===== src/rtl/gpio_arb_pkg.sv =====
// Shared definitions for the GPIO byte-bus arbiter: FSM encoding, GPIO register
// addresses and a small address helper.
package gpio_arb_pkg;

    typedef enum logic [1:0] {
        StIdle   = 2'd0,
        StSetup  = 2'd1,
        StStrobe = 2'd2,
        StHold   = 2'd3
    } state_e;

    // GPIO chip register map (byte addresses)
    localparam logic [5:0] ADDR_UART_DATA = 6'd10;
    localparam logic [5:0] ADDR_TMR_CAP   = 6'd14;
    localparam logic [5:0] ADDR_PAIR0     = 6'd15;

    // Next byte of a 16-bit pair; the 6-bit address space wraps 63 -> 0.
    function automatic logic [5:0] addr_inc(input logic [5:0] a);
        return a + 6'd1;
    endfunction

endpackage


===== src/rtl/gpio_bus_arbiter_if.sv =====
// Requester handshakes plus GPIO chip pins. 'master' is the arbiter's view,
// 'slave' is the environment's view (requesters and chip).
interface gpio_bus_arbiter_if;
    logic        r0_valid, r0_ready, r0_we, r0_wide, r0_lock, r0_rsp_valid;
    logic [5:0]  r0_addr;
    logic [15:0] r0_wdata, r0_rdata;
    logic        r1_valid, r1_ready, r1_we, r1_wide, r1_lock, r1_rsp_valid;
    logic [5:0]  r1_addr;
    logic [15:0] r1_wdata, r1_rdata;
    logic [5:0]  bus_addr;
    logic        bus_ceb, bus_oeb, bus_web, bus_doe;
    logic [7:0]  bus_dout, bus_din;

    modport master (
        input  r0_valid, r0_we, r0_wide, r0_lock, r0_addr, r0_wdata,
        output r0_ready, r0_rsp_valid, r0_rdata,
        input  r1_valid, r1_we, r1_wide, r1_lock, r1_addr, r1_wdata,
        output r1_ready, r1_rsp_valid, r1_rdata,
        output bus_addr, bus_ceb, bus_oeb, bus_web, bus_doe, bus_dout,
        input  bus_din
    );

    modport slave (
        output r0_valid, r0_we, r0_wide, r0_lock, r0_addr, r0_wdata,
        input  r0_ready, r0_rsp_valid, r0_rdata,
        output r1_valid, r1_we, r1_wide, r1_lock, r1_addr, r1_wdata,
        input  r1_ready, r1_rsp_valid, r1_rdata,
        input  bus_addr, bus_ceb, bus_oeb, bus_web, bus_doe, bus_dout,
        output bus_din
    );
endinterface


===== src/rtl/gpio_arb_rr.sv =====
// Two-way round-robin picker. A held lock reserves the grant for its owner.
module gpio_arb_rr (
    input  logic [1:0] i_valid,
    input  logic       i_ptr,
    input  logic       i_lock_active,
    input  logic       i_lock_owner,
    output logic [1:0] o_grant
);
    // One-hot grant: lock owner only, else pointer on contention, else sole valid
    always_comb begin
        o_grant = 2'b00;
        if (i_lock_active) begin
            o_grant[i_lock_owner] = i_valid[i_lock_owner];
        end else if (&i_valid) begin
            o_grant[i_ptr] = 1'b1;
        end else begin
            o_grant = i_valid;
        end
    end
endmodule


===== src/rtl/gpio_bus_arbiter.sv =====
// Two-requester master for the GPIO chip's async-SRAM-style byte bus.
// 16-bit accesses run as an unbroken low/high byte pair with CEb held low.
// Optional build macro: GPIO_ARB_LOCK_EN (requester lock keeps the next grant).
module gpio_bus_arbiter
    import gpio_arb_pkg::*;
#(
    parameter int unsigned SETUP_CYC     = 1,
    parameter int unsigned RD_STROBE_CYC = 2,
    parameter int unsigned HOLD_CYC      = 1
) (
    input logic                 clk_i,
    input logic                 reset,
    gpio_bus_arbiter_if.master  io_bus
);
    state_e      r_state, w_state_next;
    logic [3:0]  r_cnt, w_cnt_next;
    logic        r_we, r_wide, r_hi, r_owner, r_ptr, r_rsp0, r_rsp1;
    logic [5:0]  r_addr;
    logic [15:0] r_wdata, r_rdata;
    logic [1:0]  w_grant;
    logic        w_accept, w_win, w_win_lock, w_lock_active, w_lock_owner;
    logic        w_sample, w_pair_step, w_finish, w_doe;

    gpio_arb_rr u_rr (
        .i_valid       ({io_bus.r1_valid, io_bus.r0_valid}),
        .i_ptr         (r_ptr),
        .i_lock_active (w_lock_active),
        .i_lock_owner  (w_lock_owner),
        .o_grant       (w_grant)
    );

    assign w_accept   = (r_state == StIdle) && (|w_grant);
    assign w_win      = w_grant[1];
    assign w_win_lock = w_win ? io_bus.r1_lock : io_bus.r0_lock;

`ifdef GPIO_ARB_LOCK_EN
    logic r_locked, r_lock_owner;

    // Lock follows the lock bit of every accepted transaction
    always_ff @(posedge clk_i) begin
        if (reset) begin
            r_locked     <= 1'b0;
            r_lock_owner <= 1'b0;
        end else if (w_accept) begin
            r_locked     <= w_win_lock;
            r_lock_owner <= w_win;
        end
    end

    assign w_lock_active = r_locked;
    assign w_lock_owner  = r_lock_owner;
`else
    logic w_unused_lock;
    assign w_unused_lock = w_win_lock;
    assign w_lock_active = 1'b0;
    assign w_lock_owner  = 1'b0;
`endif

    // Next state and phase counter; write strobe is always a single cycle
    always_comb begin
        w_state_next = r_state;
        w_cnt_next   = r_cnt;
        w_sample     = 1'b0;
        w_pair_step  = 1'b0;
        w_finish     = 1'b0;
        case (r_state)
            StIdle: begin
                if (w_accept) begin
                    w_state_next = StSetup;
                    w_cnt_next   = 4'd0;
                end
            end
            StSetup: begin
                if (r_cnt == 4'(SETUP_CYC - 1)) begin
                    w_state_next = StStrobe;
                    w_cnt_next   = 4'd0;
                end else begin
                    w_cnt_next = r_cnt + 4'd1;
                end
            end
            StStrobe: begin
                if (r_we || (r_cnt == 4'(RD_STROBE_CYC - 1))) begin
                    w_state_next = StHold;
                    w_cnt_next   = 4'd0;
                    w_sample     = !r_we;
                end else begin
                    w_cnt_next = r_cnt + 4'd1;
                end
            end
            StHold: begin
                if (r_cnt == 4'(HOLD_CYC - 1)) begin
                    w_cnt_next = 4'd0;
                    if (r_wide && !r_hi) begin
                        w_state_next = StSetup;
                        w_pair_step  = 1'b1;
                    end else begin
                        w_state_next = StIdle;
                        w_finish     = 1'b1;
                    end
                end else begin
                    w_cnt_next = r_cnt + 4'd1;
                end
            end
            default: w_state_next = StIdle;
        endcase
    end

    // State, latched request, rr pointer, read assembly and response pulse
    always_ff @(posedge clk_i) begin
        if (reset) begin
            r_state <= StIdle;
            r_cnt   <= 4'd0;
            r_we    <= 1'b0;
            r_wide  <= 1'b0;
            r_hi    <= 1'b0;
            r_owner <= 1'b0;
            r_ptr   <= 1'b0;
            r_addr  <= 6'd0;
            r_wdata <= 16'h0000;
            r_rdata <= 16'h0000;
            r_rsp0  <= 1'b0;
            r_rsp1  <= 1'b0;
        end else begin
            r_state <= w_state_next;
            r_cnt   <= w_cnt_next;
            r_rsp0  <= w_finish && !r_owner;
            r_rsp1  <= w_finish && r_owner;
            if (w_accept) begin
                r_owner <= w_win;
                r_we    <= w_win ? io_bus.r1_we    : io_bus.r0_we;
                r_wide  <= w_win ? io_bus.r1_wide  : io_bus.r0_wide;
                r_addr  <= w_win ? io_bus.r1_addr  : io_bus.r0_addr;
                r_wdata <= w_win ? io_bus.r1_wdata : io_bus.r0_wdata;
                r_hi    <= 1'b0;
                r_rdata <= 16'h0000;
                // A locking accept keeps the pointer where it is
                if (!(w_lock_active || w_win_lock) || !w_win_lock) begin
                    r_ptr <= !w_win;
                end
            end
            if (w_pair_step) begin
                r_addr <= addr_inc(r_addr);
                r_hi   <= 1'b1;
            end
            if (w_sample) begin
                if (r_hi) r_rdata[15:8] <= io_bus.bus_din;
                else      r_rdata[7:0]  <= io_bus.bus_din;
            end
        end
    end

    assign w_doe = (r_state != StIdle) && r_we;

    // Pin drive: OEb and WEb are decoded from the single STROBE state, never both low
    always_comb begin
        io_bus.bus_addr = r_addr;
        io_bus.bus_ceb  = (r_state == StIdle);
        io_bus.bus_oeb  = !((r_state == StStrobe) && !r_we);
        io_bus.bus_web  = !((r_state == StStrobe) && r_we);
        io_bus.bus_doe  = w_doe;
        io_bus.bus_dout = w_doe ? (r_hi ? r_wdata[15:8] : r_wdata[7:0]) : 8'h00;
    end

    assign io_bus.r0_ready     = w_accept && !w_win;
    assign io_bus.r1_ready     = w_accept && w_win;
    assign io_bus.r0_rsp_valid = r_rsp0;
    assign io_bus.r1_rsp_valid = r_rsp1;
    assign io_bus.r0_rdata     = r_rdata;
    assign io_bus.r1_rdata     = r_rdata;
endmodule


===== src/flat_wrapper.sv =====
// flat-port wrapper written by rule: the top's interface ports become plain ports
module gpio_bus_arbiter_flat import gpio_arb_pkg::*;
#(
    parameter int unsigned SETUP_CYC     = 1,
    parameter int unsigned RD_STROBE_CYC = 2,
    parameter int unsigned HOLD_CYC      = 1
)
  (clk_i, reset, io_bus_r0_valid, io_bus_r0_we, io_bus_r0_wide, io_bus_r0_lock, io_bus_r0_addr, io_bus_r0_wdata, io_bus_r0_ready, io_bus_r0_rsp_valid, io_bus_r0_rdata, io_bus_r1_valid, io_bus_r1_we, io_bus_r1_wide, io_bus_r1_lock, io_bus_r1_addr, io_bus_r1_wdata, io_bus_r1_ready, io_bus_r1_rsp_valid, io_bus_r1_rdata, io_bus_bus_addr, io_bus_bus_ceb, io_bus_bus_oeb, io_bus_bus_web, io_bus_bus_doe, io_bus_bus_dout, io_bus_bus_din);
  gpio_bus_arbiter_if io_bus_i ();
  input logic clk_i;
  input logic reset;
  input wire logic [$bits(io_bus_i.r0_valid)-1:0] io_bus_r0_valid;
  input wire logic [$bits(io_bus_i.r0_we)-1:0] io_bus_r0_we;
  input wire logic [$bits(io_bus_i.r0_wide)-1:0] io_bus_r0_wide;
  input wire logic [$bits(io_bus_i.r0_lock)-1:0] io_bus_r0_lock;
  input wire logic [$bits(io_bus_i.r0_addr)-1:0] io_bus_r0_addr;
  input wire logic [$bits(io_bus_i.r0_wdata)-1:0] io_bus_r0_wdata;
  output wire logic [$bits(io_bus_i.r0_ready)-1:0] io_bus_r0_ready;
  output wire logic [$bits(io_bus_i.r0_rsp_valid)-1:0] io_bus_r0_rsp_valid;
  output wire logic [$bits(io_bus_i.r0_rdata)-1:0] io_bus_r0_rdata;
  input wire logic [$bits(io_bus_i.r1_valid)-1:0] io_bus_r1_valid;
  input wire logic [$bits(io_bus_i.r1_we)-1:0] io_bus_r1_we;
  input wire logic [$bits(io_bus_i.r1_wide)-1:0] io_bus_r1_wide;
  input wire logic [$bits(io_bus_i.r1_lock)-1:0] io_bus_r1_lock;
  input wire logic [$bits(io_bus_i.r1_addr)-1:0] io_bus_r1_addr;
  input wire logic [$bits(io_bus_i.r1_wdata)-1:0] io_bus_r1_wdata;
  output wire logic [$bits(io_bus_i.r1_ready)-1:0] io_bus_r1_ready;
  output wire logic [$bits(io_bus_i.r1_rsp_valid)-1:0] io_bus_r1_rsp_valid;
  output wire logic [$bits(io_bus_i.r1_rdata)-1:0] io_bus_r1_rdata;
  output wire logic [$bits(io_bus_i.bus_addr)-1:0] io_bus_bus_addr;
  output wire logic [$bits(io_bus_i.bus_ceb)-1:0] io_bus_bus_ceb;
  output wire logic [$bits(io_bus_i.bus_oeb)-1:0] io_bus_bus_oeb;
  output wire logic [$bits(io_bus_i.bus_web)-1:0] io_bus_bus_web;
  output wire logic [$bits(io_bus_i.bus_doe)-1:0] io_bus_bus_doe;
  output wire logic [$bits(io_bus_i.bus_dout)-1:0] io_bus_bus_dout;
  input wire logic [$bits(io_bus_i.bus_din)-1:0] io_bus_bus_din;
  assign io_bus_i.r0_valid = io_bus_r0_valid;
  assign io_bus_i.r0_we = io_bus_r0_we;
  assign io_bus_i.r0_wide = io_bus_r0_wide;
  assign io_bus_i.r0_lock = io_bus_r0_lock;
  assign io_bus_i.r0_addr = io_bus_r0_addr;
  assign io_bus_i.r0_wdata = io_bus_r0_wdata;
  assign io_bus_r0_ready = io_bus_i.r0_ready;
  assign io_bus_r0_rsp_valid = io_bus_i.r0_rsp_valid;
  assign io_bus_r0_rdata = io_bus_i.r0_rdata;
  assign io_bus_i.r1_valid = io_bus_r1_valid;
  assign io_bus_i.r1_we = io_bus_r1_we;
  assign io_bus_i.r1_wide = io_bus_r1_wide;
  assign io_bus_i.r1_lock = io_bus_r1_lock;
  assign io_bus_i.r1_addr = io_bus_r1_addr;
  assign io_bus_i.r1_wdata = io_bus_r1_wdata;
  assign io_bus_r1_ready = io_bus_i.r1_ready;
  assign io_bus_r1_rsp_valid = io_bus_i.r1_rsp_valid;
  assign io_bus_r1_rdata = io_bus_i.r1_rdata;
  assign io_bus_bus_addr = io_bus_i.bus_addr;
  assign io_bus_bus_ceb = io_bus_i.bus_ceb;
  assign io_bus_bus_oeb = io_bus_i.bus_oeb;
  assign io_bus_bus_web = io_bus_i.bus_web;
  assign io_bus_bus_doe = io_bus_i.bus_doe;
  assign io_bus_bus_dout = io_bus_i.bus_dout;
  assign io_bus_i.bus_din = io_bus_bus_din;
  gpio_bus_arbiter #(.SETUP_CYC(SETUP_CYC), .RD_STROBE_CYC(RD_STROBE_CYC), .HOLD_CYC(HOLD_CYC)) u_core (.clk_i(clk_i), .reset(reset), .io_bus(io_bus_i));
endmodule

===== config.mk =====
export PLATFORM = sky130hd
export DESIGN_NAME = gpio_bus_arbiter_flat
export DESIGN_NICKNAME = d
export VERILOG_FILES = /design/src/rtl/gpio_arb_pkg.sv /design/src/rtl/gpio_bus_arbiter_if.sv /design/src/rtl/gpio_arb_rr.sv /design/src/rtl/gpio_bus_arbiter.sv /design/src/flat_wrapper.sv
export SDC_FILE = /design/constraint.sdc
export NUM_CORES = 1
export LEC_CHECK = 0
export BUFFER_PORTS_ARGS = -buffer_cell sky130_fd_sc_hd__buf_2
export CAP_MARGIN = 5
export CORE_ASPECT_RATIO = 0.8
export CORE_MARGIN = 2
export CORE_UTILIZATION = 38
export DETAILED_ROUTE_END_ITERATION = 7
export HOLD_SLACK_MARGIN = 0.15
export PLACE_DENSITY_LB_ADDON = 0.2
export SLEW_MARGIN = 20
export SYNTH_ARGS = -nofsm -noshare
export SYNTH_HDL_FRONTEND = slang
export SYNTH_SLANG_ARGS = --single-unit

===== constraint.sdc =====
create_clock -name clk_i -period 1.95 [get_ports clk_i]
set_clock_uncertainty 0.05 [all_clocks]
set_input_delay 0.0975 -clock clk_i [delete_from_list [all_inputs] [get_ports clk_i]]
set_output_delay 0.0975 -clock clk_i [all_outputs]
set_load 0.01 [all_outputs]

======== After elaboration in Yosys (flattened, before gate mapping) ========
Index checks and enable logic that the tools add are counted.
storage, ports and cells
  register bits after elaboration ......... 51
  input bits .............................. 62
  word-level logic and storage cells ...... 87
  output and inout port bits .............. 54
operators by class
  reduce and logical (&&, ||, !) cells .... 26
  eq/ne operators ......................... 8
  add/subtract/negate cells ............... 2
  $lt $le $gt $ge ......................... 2
  muxes and demuxes ....................... 36
  bitwise gates (word level) .............. 1
operators with widths
  operator                                               count
  two-way mux 16 bit                                     3
  two-way mux 8 bit                                      4
  two-way mux 6 bit                                      3
  two-way mux 1 bit                                      15
  two-way mux 4 bit                                      3
  case mux 4 bit (3 select lines)                        1
  logical AND 1 bit                                      10
  two-way mux 2 bit                                      5
  inequality test 2 x 1 -> 1 bit, second input constant  4
  case mux 2 bit (4 select lines)                        1
  adder 6 x 1 -> 6 bit, second input constant            1
  logical NOT 1 bit                                      6
  adder 4 x 1 -> 4 bit, second input constant            1
  == test 2 bit, second input constant                   2
  == test 4 x 1 -> 1 bit, second input constant          1
  logical NOT 4 bit                                      1
  AND reduction 2 bit                                    2
  AND reduction 4 bit                                    1
  nonzero test 2 bit                                     2
  OR reduction 2 bit                                     2
  == test 2 x 1 -> 1 bit, second input constant          1
  logical NOT 2 bit                                      1
  < comparator 1 x 2 -> 1 bit, second input constant     1
  demux 1 bit (select 1 bit)                             1
  3 further kinds                                        3

======== Logic depth before layout (Yosys ltp) ========
Gate-level depths: netlist of run 1.
  depth after elaboration ................. 10
  depth in mapped cells ................... 8
  depth with buffers taken out ............ 6

======== Hierarchy ========
Synthesis of run 1 repeated with hierarchy kept, for this count alone.
unflattened totals
  cells, all modules ...................... 327
  area total of the unflattened synthesis .. 2822.7 um^2
modules (own cells, without submodules)
  module            cells each  times used  area each (um^2)
  gpio_bus_arbiter  322         1           2786.4
  gpio_arb_rr       5           1           36.3

======== Least setup slack after synthesis of run 1 ========
OpenSTA, ideal clock, no wires.
  path kind ............................... reg-to-reg
  start point ............................. reg u_core.r_state[0]
  end point ............................... reg u_core.r_addr[0] (netlist: u_core.io_bus.bus_addr[0])
  cell stages (with the launch flop) ...... 9
  arrival ................................. 1.633 ns
  required time ........................... 1.829 ns
  slack ................................... 0.197 ns
  library setup time ...................... 0.071 ns
  cell sequence ........................... dfxtp_1 -> inv_1 -> ha_1 -> buf_2 -> o21ai_0 -> clkbuf_1 -> nand2_1 -> mux2_2 -> a21oi_1
between the ends
  word-level cells in the longest chain between the ends .. 3
  elaborated cells between the ends (all ways) .. 6
RTL lines
  item                          RTL line                 text
  from (decl)                   gpio_bus_arbiter.sv:15   state_e r_state, w_state_next;
  from (signal assigned)        gpio_bus_arbiter.sv:111  r_state <= StIdle;
  from (signal assigned)        gpio_bus_arbiter.sv:124  r_state <= w_state_next;
  logical NOT 2 bit             n/a
  named net io_bus_bus_ceb      flat_wrapper.sv:31       output wire logic [$bits(io_bus_i.bus_ceb)-1:0] io_bus_bus_ceb;
  logical AND 1 bit             gpio_bus_arbiter.sv:32   assign w_accept = (r_state == StIdle) && (|w_grant);
  nonzero test 2 bit (no line)  n/a
  to (signal assigned)          gpio_bus_arbiter.sv:132  r_addr <= w_win ? io_bus.r1_addr : io_bus.r0_addr;
  to (signal assigned)          gpio_bus_arbiter.sv:142  r_addr <= addr_inc(r_addr);
  to (decl)                     gpio_bus_arbiter.sv:18   logic [5:0] r_addr;
The timed path passes the listed nets, and every way through them passes these cells.
A chain may end at the register's enable or synchronous reset.

======== Worst setup path in the final report of run 1 ========
  start point ............................. reg u_core.r_state[0]
  end point ............................... reg u_core.r_state[0]
between the ends
  word-level cells in the longest chain between the ends .. 4
  elaborated cells between the ends (all ways) .. 11
RTL lines
  item                                      RTL line
  logical NOT 2 bit                         gpio_bus_arbiter.sv:32, gpio_bus_arbiter.sv:66
  logical AND 1 bit                         gpio_bus_arbiter.sv:32
  inequality test 2 x 1 -> 1 bit (no line)  n/a
  AND reduction 4 bit (no line)             n/a
Several ways; a longest one is shown, not always the timed one.

==> results of run 1 <==
[placed cells by master, fill, tap and decap left out, types with 3 or more instances in the layout]
master         netlist  final
inv_1               13     13
and2_1              17     17
nand2b_1             8      6
and3_1               3      3
buf_2                6    115
o21ai_0              6      3
a222oi_1            18     18
nand3b_1             3      3
buf_4               16     11
a211oi_1             3      3
a31oi_1              3      3
nand3_1              7      7
clkbuf_8             0      5
nor2_1              47     47
a32oi_1              3      3
mux2i_1             24     24
dlygate4sd3_1        0     47
nand2_1              8      8
o21bai_1             3      3
a21boi_0             4      4
dfxtp_1             51     51
nor3b_2              1      3
a21oi_1              8      8
ha_1                 8      7
nor3_1               6      5
[path summary, 6_finish.rpt]
kind / slack (ps) / cells past startpoint / to / startpoint
worst min-delay path: 170 / 5 / u_core.io_bus.bus_addr[5] / io_bus_r0_addr[5]
worst max register to register: 120 / 6 / u_core.r_state[0] / u_core.r_state[0]
worst min register to register: 420 / 1 / u_core.io_bus.r0_rsp_valid / u_core.r_owner
worst max-delay path: 120 / 6 / u_core.r_state[0] / u_core.r_state[0]
[flip-flops by register name, summed over array words and instances, names as in the netlist, 2 cells and up]
register                cells
u_core.r_state              2
u_core.r_wdata             16
u_core.r_cnt                4
u_core.io_bus.r0_rdata     16
u_core.io_bus.bus_addr      6
[where the power goes]
part           total [uW]  switching [uW]  internal, uW  leakage (uW)
sequential           1340             138          1210      0.000416
clock                 613             362           251     0.0000402
combinational        1460             803           659       0.00134
[timing repair]
item / 4_1_cts / 5_1_grt
cloned: 0 / 0
buffers inserted: 0 / 0
gates resized for setup: 3 / 11
endpoints found under the hold margin: 36 / 0
hold buffers: 47 / 0
setup endpoints to repair: 14 / 9
[cell families after synthesis]
| family | after synthesis | synth area share [%] |
|---|---|---|
| compound gates | 58 | 16.98 |
| simple gates | 112 | 22.00 |
| mux | 25 | 9.428 |
| fa+ha+maj | 8 | 3.752 |
| flops | 51 | 38.27 |
| buf+inv | 50 | 9.569 |
[worst min-delay path: stages]
cell and delay, ps:
buf_2 90, inv_1 50, a32oi_1 50, o21bai_1 130, a211oi_1 50
[routing by layer]
layer / GRT usage (%) / vias up / wire, um
met2: 33.66 / 129 / 3747
met5: 0 / - / 0
met1: 27.54 / 1315 / 3688
met3: 4.137 / 6 / 610
met4: 3.889 / 0 / 51
li1: - / 1362 / -
[cell type report]
cell class,instances,area (um2)
Multi-Input combinational cell,203,1453
Clock buffer,5,68.82
Sequential cell,51,1021
Fill cell,646,2949
Inverter,14,55.05
Timing Repair Buffer,174,1149
Tap cell,87,108.9
Clock inverter,3,20.02
[per-stage QoR]
step	cell area [um2]	std cells	TNS [ps]	setup slack [ps]
after floorplan	2668	304	0	196.7
after CTS	3825	537	0	48.52
after global placement	3261	482	-28.83	-28.83
after global routing	3875	537	-29.88	-18.09
after detailed placement	3261	482	-52.62	-23.41
final	3875	537	0	117.2
==> metrics.txt, run 1 <==
critical path, cell by cell=inv_1 > ha_1 > nand2b_4 > o22ai_2 > or4_1 > a21oi_1; min Tclk post-route=1833 ps; CP arrival=2010 ps; area share of the largest cell type after synthesis=38.27%; GRT Util Overall=20.23%; CTS max path bufs=2; count of different cell masters after synthesis=46; worst vdd ir=0.4514 mV; GPL Wtd Cong=0.7920; Root Buffer=clkbuf_8; most area-hungry cell type in the Yosys netlist=dfxtp_1; sequential share of the synthesized area=38.27%; antenna cells=0; DP HPWL=5133 um; post-route antenna net violation count=0; CP max stage delay=540 ps; Area growth syn-to-layout=45.26%; Synth area leaders=dfxtp_1 (38%), mux2i_1 (9.0%), a222oi_1 (6.8%); synth warn=0; grt total ovfl=0; CTS tree=done; Min-Delay Path Class=primary input to flip-flop; I/O Buffers=115; Post-Syn Area=2668 um2; max_slew headroom=61.12%; final setup violation count=0; Critical Path End Type=flip-flop; #FFs+latches synth=51; ys async rst share=0%; vias in the first global route=2,616; Power Density=882.5 nW/um2; syn_area_per_cell=8.775 um2; Initial Util=39.09%; drt total wl=8097 um; run status=finished, final reports clean; Post-synth top cells=dfxtp_1 (51), nor2_1 (47), mux2i_1 (24), a222oi_1 (18), and2_1 (17); Reg clk slew, reported paths=100 ps; routed vias/inst=5.236; Core Area=6824 um2; H-tree depth=2; Slew Viols, Final=0; largest net degree at the start of global routing=35; slowest CP cell=or4_1; Die H=78.94 um; I/O pins=116; share of cells above drive strength 1=33.33%; Post-synth top flop=dfxtp_1; Max Fclk=545.6 MHz; initial antenna violation count=0; Buf/Inv on CP=1; CP max FO=5; Critical Path Start Type=flip-flop; CP Class=flip-flop to flip-flop; Max-Cap Viols=0; LEAKAGE=0.001793 uW; Post-synth EDFFs=0; Pwr Total=3420 uW; Required @ worst endpoint=2130 ps; cell count after synthesis=304; crit-path leading delay family=simple AND/OR/NAND/NOR gates; std cell rows=27; Pre-Repair DR Iteration Count=6; Final period util=93.99%; Slew @ Worst Pin=578.0 ps; Total Nets Final=519; total CTS buffers=5; CTS sink count=51; area of the die=7710 um2; routed length per instance=15.08 um; most common cell in the netlist=dfxtp_1; final hold vios=0; first-pass GRT wire length=12,700 um; DRC viols=0; Vias=2,812; Util after Layout=56.78%; chip width=97.68 um; worst-skew pair later-pin latency=300 ps; hold slack final=168.8 ps; Post-Syn Nets=374; initial DRC count=181
No activity file was read; power rests on OpenSTA's default activity.
==> run 2: changes to the inputs <==
ABC_AREA = 1   (was not set)
CTS_BUF_LIST = sky130_fd_sc_hd__clkbuf_8 sky130_fd_sc_hd__clkbuf_16   (was not set)
==> run 2 against run 1 <==
- sequential share of layout area fell by 0.64 points
- combinational power rose by 3%
- synthesized area rose by 5.5%
- largest power group unchanged
- critical path depth did not move
- highest routed layer unchanged
- critical endpoint is now io_bus_bus_dout[7]
- critical path type is now flip-flop to output pin
==> metrics.txt, run 2 <==
CTS max path bufs=2 (unchanged); H-tree depth=2 (unchanged); final instance area=3971 um2 (was 3875 um2); unrepaired setup endpoints after global routing=false; ys async rst share=0% (unchanged); #FFs+latches synth=51 (unchanged); LEAKAGE=0.001960 uW (was 0.001793 uW); share of cells above drive strength 1=26.77% (was 33.33%); Initial Util=38.63% (was 39.09%); Power Density=870.1 nW/um2 (was 882.5 nW/um2); Slew @ Worst Pin=451.8 ps (was 578.0 ps); Final period util=93.90% (was 93.99%); I/O Buffers=115 (unchanged); Critical Path End Type=output pin (was flip-flop); I/O pins=116 (unchanged); area post-placement=3353 um2 (was 3261 um2); CP Class=flip-flop to output pin (was flip-flop to flip-flop); worst-skew pair later-pin latency=300 ps (about the same); CP max FO=8 (was 5); GRT Util Overall=20.04% (was 20.23%); DP HPWL=5742 um (was 5133 um); total CTS buffers=5 (unchanged); Synth area leaders=dfxtp_1 (36%), nand2_1 (16%), nand3_1 (12%) (was dfxtp_1 (38%), mux2i_1 (9.0%), a222oi_1 (6.8%)); std cell rows=28 (was 27); initial antenna violation count=0 (unchanged); min Tclk post-route=1831 ps (was 1833 ps); antenna cells=0 (unchanged); initial DRC count=193 (was 181); Pre-Repair DR Iteration Count=5 (was 6); syn_area_per_cell=6.816 um2 (was 8.775 um2); CTS sink count=51 (unchanged); GPL Wtd Cong=0.8534 (was 0.7920); dpl ws=240.9 ps (was -23.41 ps); Slew Viols, Final=0 (unchanged); grt total ovfl=0 (unchanged); max_slew headroom=69.56% (was 61.12%); area of the die=8117 um2 (was 7710 um2); first-pass GRT wire length=13,110 um (was 12,700 um); post-route setup slack=119.0 ps (was 117.2 ps); hold slack final=157.5 ps (was 168.8 ps); Setup crit start=u_core.r_state[0] (unchanged); Worst R2R Start=u_core.r_ptr (was u_core.r_state[0]); Critical Path Start Type=flip-flop (unchanged); worst vdd ir=0.4769 mV (was 0.4514 mV); hold_sp=io_bus_r1_addr[4] (was io_bus_r0_addr[5]); Final TNS setup=0 ps (unchanged); total setup buffers inserted after CTS=0 (unchanged); Post-synth top cells=nand2_1 (122), nand3_1 (67), dfxtp_1 (51), inv_1 (33), a21oi_1 (32) (was dfxtp_1 (51), nor2_1 (47), mux2i_1 (24), a222oi_1 (18), and2_1 (17)); post-route antenna net violation count=0 (unchanged); Max Fclk=546.1 MHz (was 545.6 MHz); commonest non-fill, non-tap cell in the layout=nand2_1 (was buf_2); Total Nets Final=633 (was 519); Die H=80.99 um (was 78.94 um); Required @ worst endpoint=1800 ps (was 2130 ps); cell count after synthesis=413 (was 304); count of different cell masters after synthesis=29 (was 46); Reg clk slew, reported paths=100 ps (about the same); Post-Syn Area=2815 um2 (was 2668 um2); final setup violation count=0 (unchanged); vias in the first global route=2,892 (was 2,616); most common cell in the netlist=nand2_1 (was dfxtp_1); Max-Cap Viols=0 (unchanged); final hold vios=0 (unchanged); Area growth syn-to-layout=41.07% (was 45.26%); largest net degree at the start of global routing=42 (was 35); CP arrival=1680 ps (was 2010 ps); CTS tree=done (unchanged); chip width=100.2 um (was 97.68 um); Post-Syn Nets=483 (was 374); Min-Delay Path Class=primary input to flip-flop (unchanged); Post-synth EDFFs=0 (unchanged); area share of the largest cell type after synthesis=36.27% (was 38.27%); Post-synth top flop=dfxtp_1 (unchanged); drt total wl=8408 um (was 8097 um); Root Buffer=clkbuf_8 (unchanged); routed length per instance=12.86 um (was 15.08 um); sequential share of the synthesized area=36.27% (was 38.27%); most area-hungry cell type in the Yosys netlist=dfxtp_1 (unchanged); run status=finished, final reports clean (unchanged); DRC viols=0 (unchanged); routed vias/inst=4.951 (was 5.236); Vias=3,238 (was 2,812); Core Area=7287 um2 (was 6824 um2); synth warn=0 (unchanged); most frequent cells in the layout=nand2_1 (122), buf_2 (115), nand3_1 (67) (was buf_2 (115), dfxtp_1 (51), nor2_1 (47), dlygate4sd3_1 (47), mux2i_1 (24))
==> run 2: cell types whose count changed in the layout (fill, tap and decap cells not counted), sizes merged, moves of 17 or more <==
cell	delta
nor2	-27
mux2i	-24
nand2	+121
and2	-17
nand3	+62
a21oi	+24
inv	+25
a222oi	-18
==> run 2: area by class of cell <==
cell class / count / area, um2
timing repair buffer: 176 / 1179
fill: 737 / 3316
tap: 90 / 112.6
clock inverter: 3 / 16.27
inverter: 42 / 161.4
clock buffer: 5 / 68.82
multi-input combinational: 287 / 1413
sequential: 51 / 1021
==> run 2: cells by family (layout without fill, tap and decap cells) <==
kind of cell | after synthesis | after routing | share of synthesized area, %
buffers and inverters | 75 | 226 | 13.64
AND/OR/NAND/NOR | 222 | 222 | 35.47
flip-flops | 51 | 51 | 36.27
adder cells (fa/ha/maj) | 8 | 8 | 3.556
XOR/XNOR | 1 | 1 | 0.3112
AO/OA/AOI/OAI | 56 | 56 | 10.76
==> run 2: repair_timing <==
item | in CTS | in global routing
resized for setup | 1 | 1
setup endpoints to repair | 1 | 3
gates cloned | 0 | 0
endpoints found under the hold margin | 40 | 0
hold buffers | 53 | 0
==> run 2: metal layers <==
metal / vias up / part of all wire (%) / track usage [%]
met4: 0 / 2.7 / 8.082
met2: 152 / 46 / 33.29
met1: 1442 / 45 / 26.19
met5: - / 0 / 0
li1: 1622 / - / -
met3: 22 / 6.3 / 3.184
==> run 2: through the flow <==
step                      total power [uW]  utilization [%]  cells
after CTS                             3456            54.50    654
after detailed placement              2762            46.02    593
final                                 3455            54.50    654
after global routing                  3737            54.50    654
after global placement                2744            46.02    593
after floorplan                       2357                -    413
==> run 2: critical path: stages, from the launching register on <==
cell,delay [ps]
dfxtp_1,370
inv_1,110
ha_2,260
nor2_1,190
inv_2,110
a21oi_1,180
buf_2,160
==> run 2: final timing paths <==
check / endpoint / slack, ps / cells after the start
worst max-delay path: io_bus_bus_dout[7] / 120 / 6
worst min-delay path: u_core.io_bus.bus_addr[4] / 160 / 7
worst max register to register: u_core.io_bus.bus_addr[0] / 190 / 6
worst min register to register: u_core.r_cnt[3] / 430 / 2
==> run 2: power breakdown <==
group	switching [uW]	internal (uW)	total, uW	leakage (uW)
clock network	358	247	605	0.0000453
logic	904	597	1500	0.00150
registers	135	1220	1350	0.000416
==> run 3: changes to the inputs <==
==> constraint.sdc (replaced) <==
create_clock -name clk_i -period 1.95 [get_ports clk_i]
set_clock_uncertainty 0.05 [all_clocks]
set_input_delay 0.4875 -clock clk_i [delete_from_list [all_inputs] [get_ports clk_i]]
set_output_delay 0.4875 -clock clk_i [all_outputs]
set_load 0.01 [all_outputs]
==> run 3 against run 2 <==
- core utilization is 5.6 points lower
- final area down 10%
- critical endpoint is now io_bus_bus_dout[2]
- global-route usage decreased by 0.92 points
- non-clock buffer count decreased by 48
- wire length is 5.4% lower
- register-to-register slack better by 90 ps
- sequential share of layout area increased by 3.0 points
- sequential power hardly changed
- first-iteration DRC count decreased by 21%
==> metrics.txt, run 3 (synthesis gave the netlist of run 2 again) <==
run status=finished, final reports clean (unchanged); hold_sp=io_bus_r1_wdata[0] (was io_bus_r1_addr[4]); Hold-fix buffers, CTS=0 (was 53); initial antenna violation count=0 (unchanged); Core Area=7287 um2 (unchanged); LEAKAGE=0.001783 uW (was 0.001960 uW); share of cells above drive strength 1=31.78% (was 26.77%); DP HPWL=6062 um (was 5742 um); CP arrival=1360 ps (was 1680 ps); Critical R2R Capture=u_core.io_bus.bus_addr[3] (was u_core.io_bus.bus_addr[0]); routed length per instance=13.12 um (was 12.86 um); CTS sink count=51 (unchanged); vias in the first global route=2,664 (was 2,892); Total Nets Final=585 (was 633); grt total ovfl=0 (unchanged); area of the die=8117 um2 (unchanged); R2R Setup Slk=280 ps (was 190 ps); commonest non-fill, non-tap cell in the layout=nand2_1 (unchanged); FF-to-FF path depth=9 (was 6); Slew Viols, Final=0 (unchanged); final setup violation count=0 (unchanged); H-tree depth=2 (unchanged); Area growth syn-to-layout=26.44% (was 41.07%); routed vias/inst=4.947 (was 4.951); antenna cells=0 (unchanged); CP max FO=8 (unchanged); area post-placement=3356 um2 (was 3353 um2); Worst R2R Start=u_core.r_state[0] (was u_core.r_ptr); CTS tree=done (unchanged); largest net degree at the start of global routing=24 (was 42); worst hold path depth=3 (was 7); first-pass GRT wire length=12,450 um (was 13,110 um); std cell rows=28 (unchanged); Critical Path End Type=output pin (unchanged); Reg clk slew, reported paths=110 ps (was 100 ps); I/O pins=116 (unchanged); CTS max path bufs=2 (unchanged); Critical Path Start Type=flip-flop (unchanged); unrepaired setup endpoints after global routing=true (was false); worst hold endpoint=u_core.r_wdata[0] (was u_core.io_bus.bus_addr[4]); Util after Layout=48.85% (was 54.50%); dpl ws=116.0 ps (was 240.9 ps); final hold vios=0 (unchanged); total CTS buffers=5 (unchanged); Final period util=97.16% (was 93.90%); I/O Buffers=115 (unchanged); final instance area=3560 um2 (was 3971 um2); Max Fclk=527.8 MHz (was 546.1 MHz); Slew @ Worst Pin=414.2 ps (was 451.8 ps); post-route antenna net violation count=0 (unchanged); post-route setup slack=55.37 ps (was 119.0 ps); drt total wl=7951 um (was 8408 um); GRT Util Overall=19.13% (was 20.04%); worst vdd ir=0.5088 mV (was 0.4769 mV); Initial Util=38.63% (unchanged); Min-Delay Path Class=primary input to flip-flop (unchanged); CP Class=flip-flop to output pin (unchanged); Root Buffer=clkbuf_8 (unchanged); Die H=80.99 um (unchanged); most frequent cells in the layout=nand2_1 (122), buf_2 (114), nand3_1 (67) (was nand2_1 (122), buf_2 (115), nand3_1 (67)); initial DRC count=153 (was 193); Pre-Repair DR Iteration Count=4 (was 5); worst-skew pair later-pin latency=300 ps (about the same); DRC viols=0 (unchanged); GPL Wtd Cong=0.8173 (was 0.8534); min Tclk post-route=1895 ps (was 1831 ps); Max-Cap Viols=0 (unchanged); Vias=2,998 (was 3,238); max_slew headroom=72.09% (was 69.56%); Power Density=1035 nW/um2 (was 870.1 nW/um2); chip width=100.2 um (unchanged); Required @ worst endpoint=1410 ps (was 1800 ps)
run 3: worst max path at each step:
stage	start	end	slack, ps	depth (start not counted)
floorplan	u_core.r_state[0]	io_bus_bus_dout[0]	-20	6
global route	u_core.r_state[0]	io_bus_bus_dout[0]	-30	6
finish	u_core.r_state[0]	io_bus_bus_dout[2]	60	6
detailed placement	u_core.r_state[0]	io_bus_bus_dout[2]	120	6
global placement	u_core.r_state[0]	io_bus_bus_dout[2]	180	6
CTS	u_core.r_state[0]	io_bus_bus_dout[3]	7	6
run 3: worst max-delay path: stages, from the launching register on:
cell and delay [ps]:
dfxtp_2 380, inv_4 60, ha_4 170, nor2_4 110, inv_4 80, a21oi_2 110
buf_2 140
run 3: where the power goes:
part | internal (uW) | leakage, uW | switching [uW] | total, uW
combinational | 619 | 0.00131 | 951 | 1570
sequential | 1220 | 0.000417 | 144 | 1360
clock | 383 | 0.0000581 | 368 | 751
total | 2220 | 0.00178 | 1460 | 3680
run 3: timing repair:
action	CTS	global route
buffers inserted	1	2
endpoints found under the hold margin	0	0
endpoints found under the setup margin	10	10
resized for setup	13	7
pin swaps	1	2
run 3: layout make-up:
type | count | area [um2]
clock buffers | 5 | 68.82
multi-input cells | 287 | 1451
inverters | 42 | 167.7
clock inverters | 3 | 43.79
well taps | 90 | 112.6
fillers | 790 | 3727
repair buffers | 128 | 691.9
flip-flops and latches | 51 | 1023
run 3: routing by layer:
metal	share of wire [%]	GRT usage, %	up-vias	wire (um)
met5	0	0	-	0
met4	1.7	6.712	0	138
met3	6.7	3.442	10	535
met2	46	31.54	109	3683
met1	45	25.32	1348	3594
li1	-	-	1531	-
run 3: metrics by stage:
step | total power, uW | setup TNS, ps | cells | hold slack (ps)
3_3_place_gp | 2742 | 0 | 595 | 384.9
4_1_cts | 3598 | 0 | 604 | 368.0
2_1_floorplan | 2357 | -180.4 | 413 | 363.2
6_report | 3684 | 0 | 606 | 373.3
5_1_grt | 3967 | -146.7 | 606 | 374.9
3_5_place_dp | 2755 | 0 | 595 | 399.6
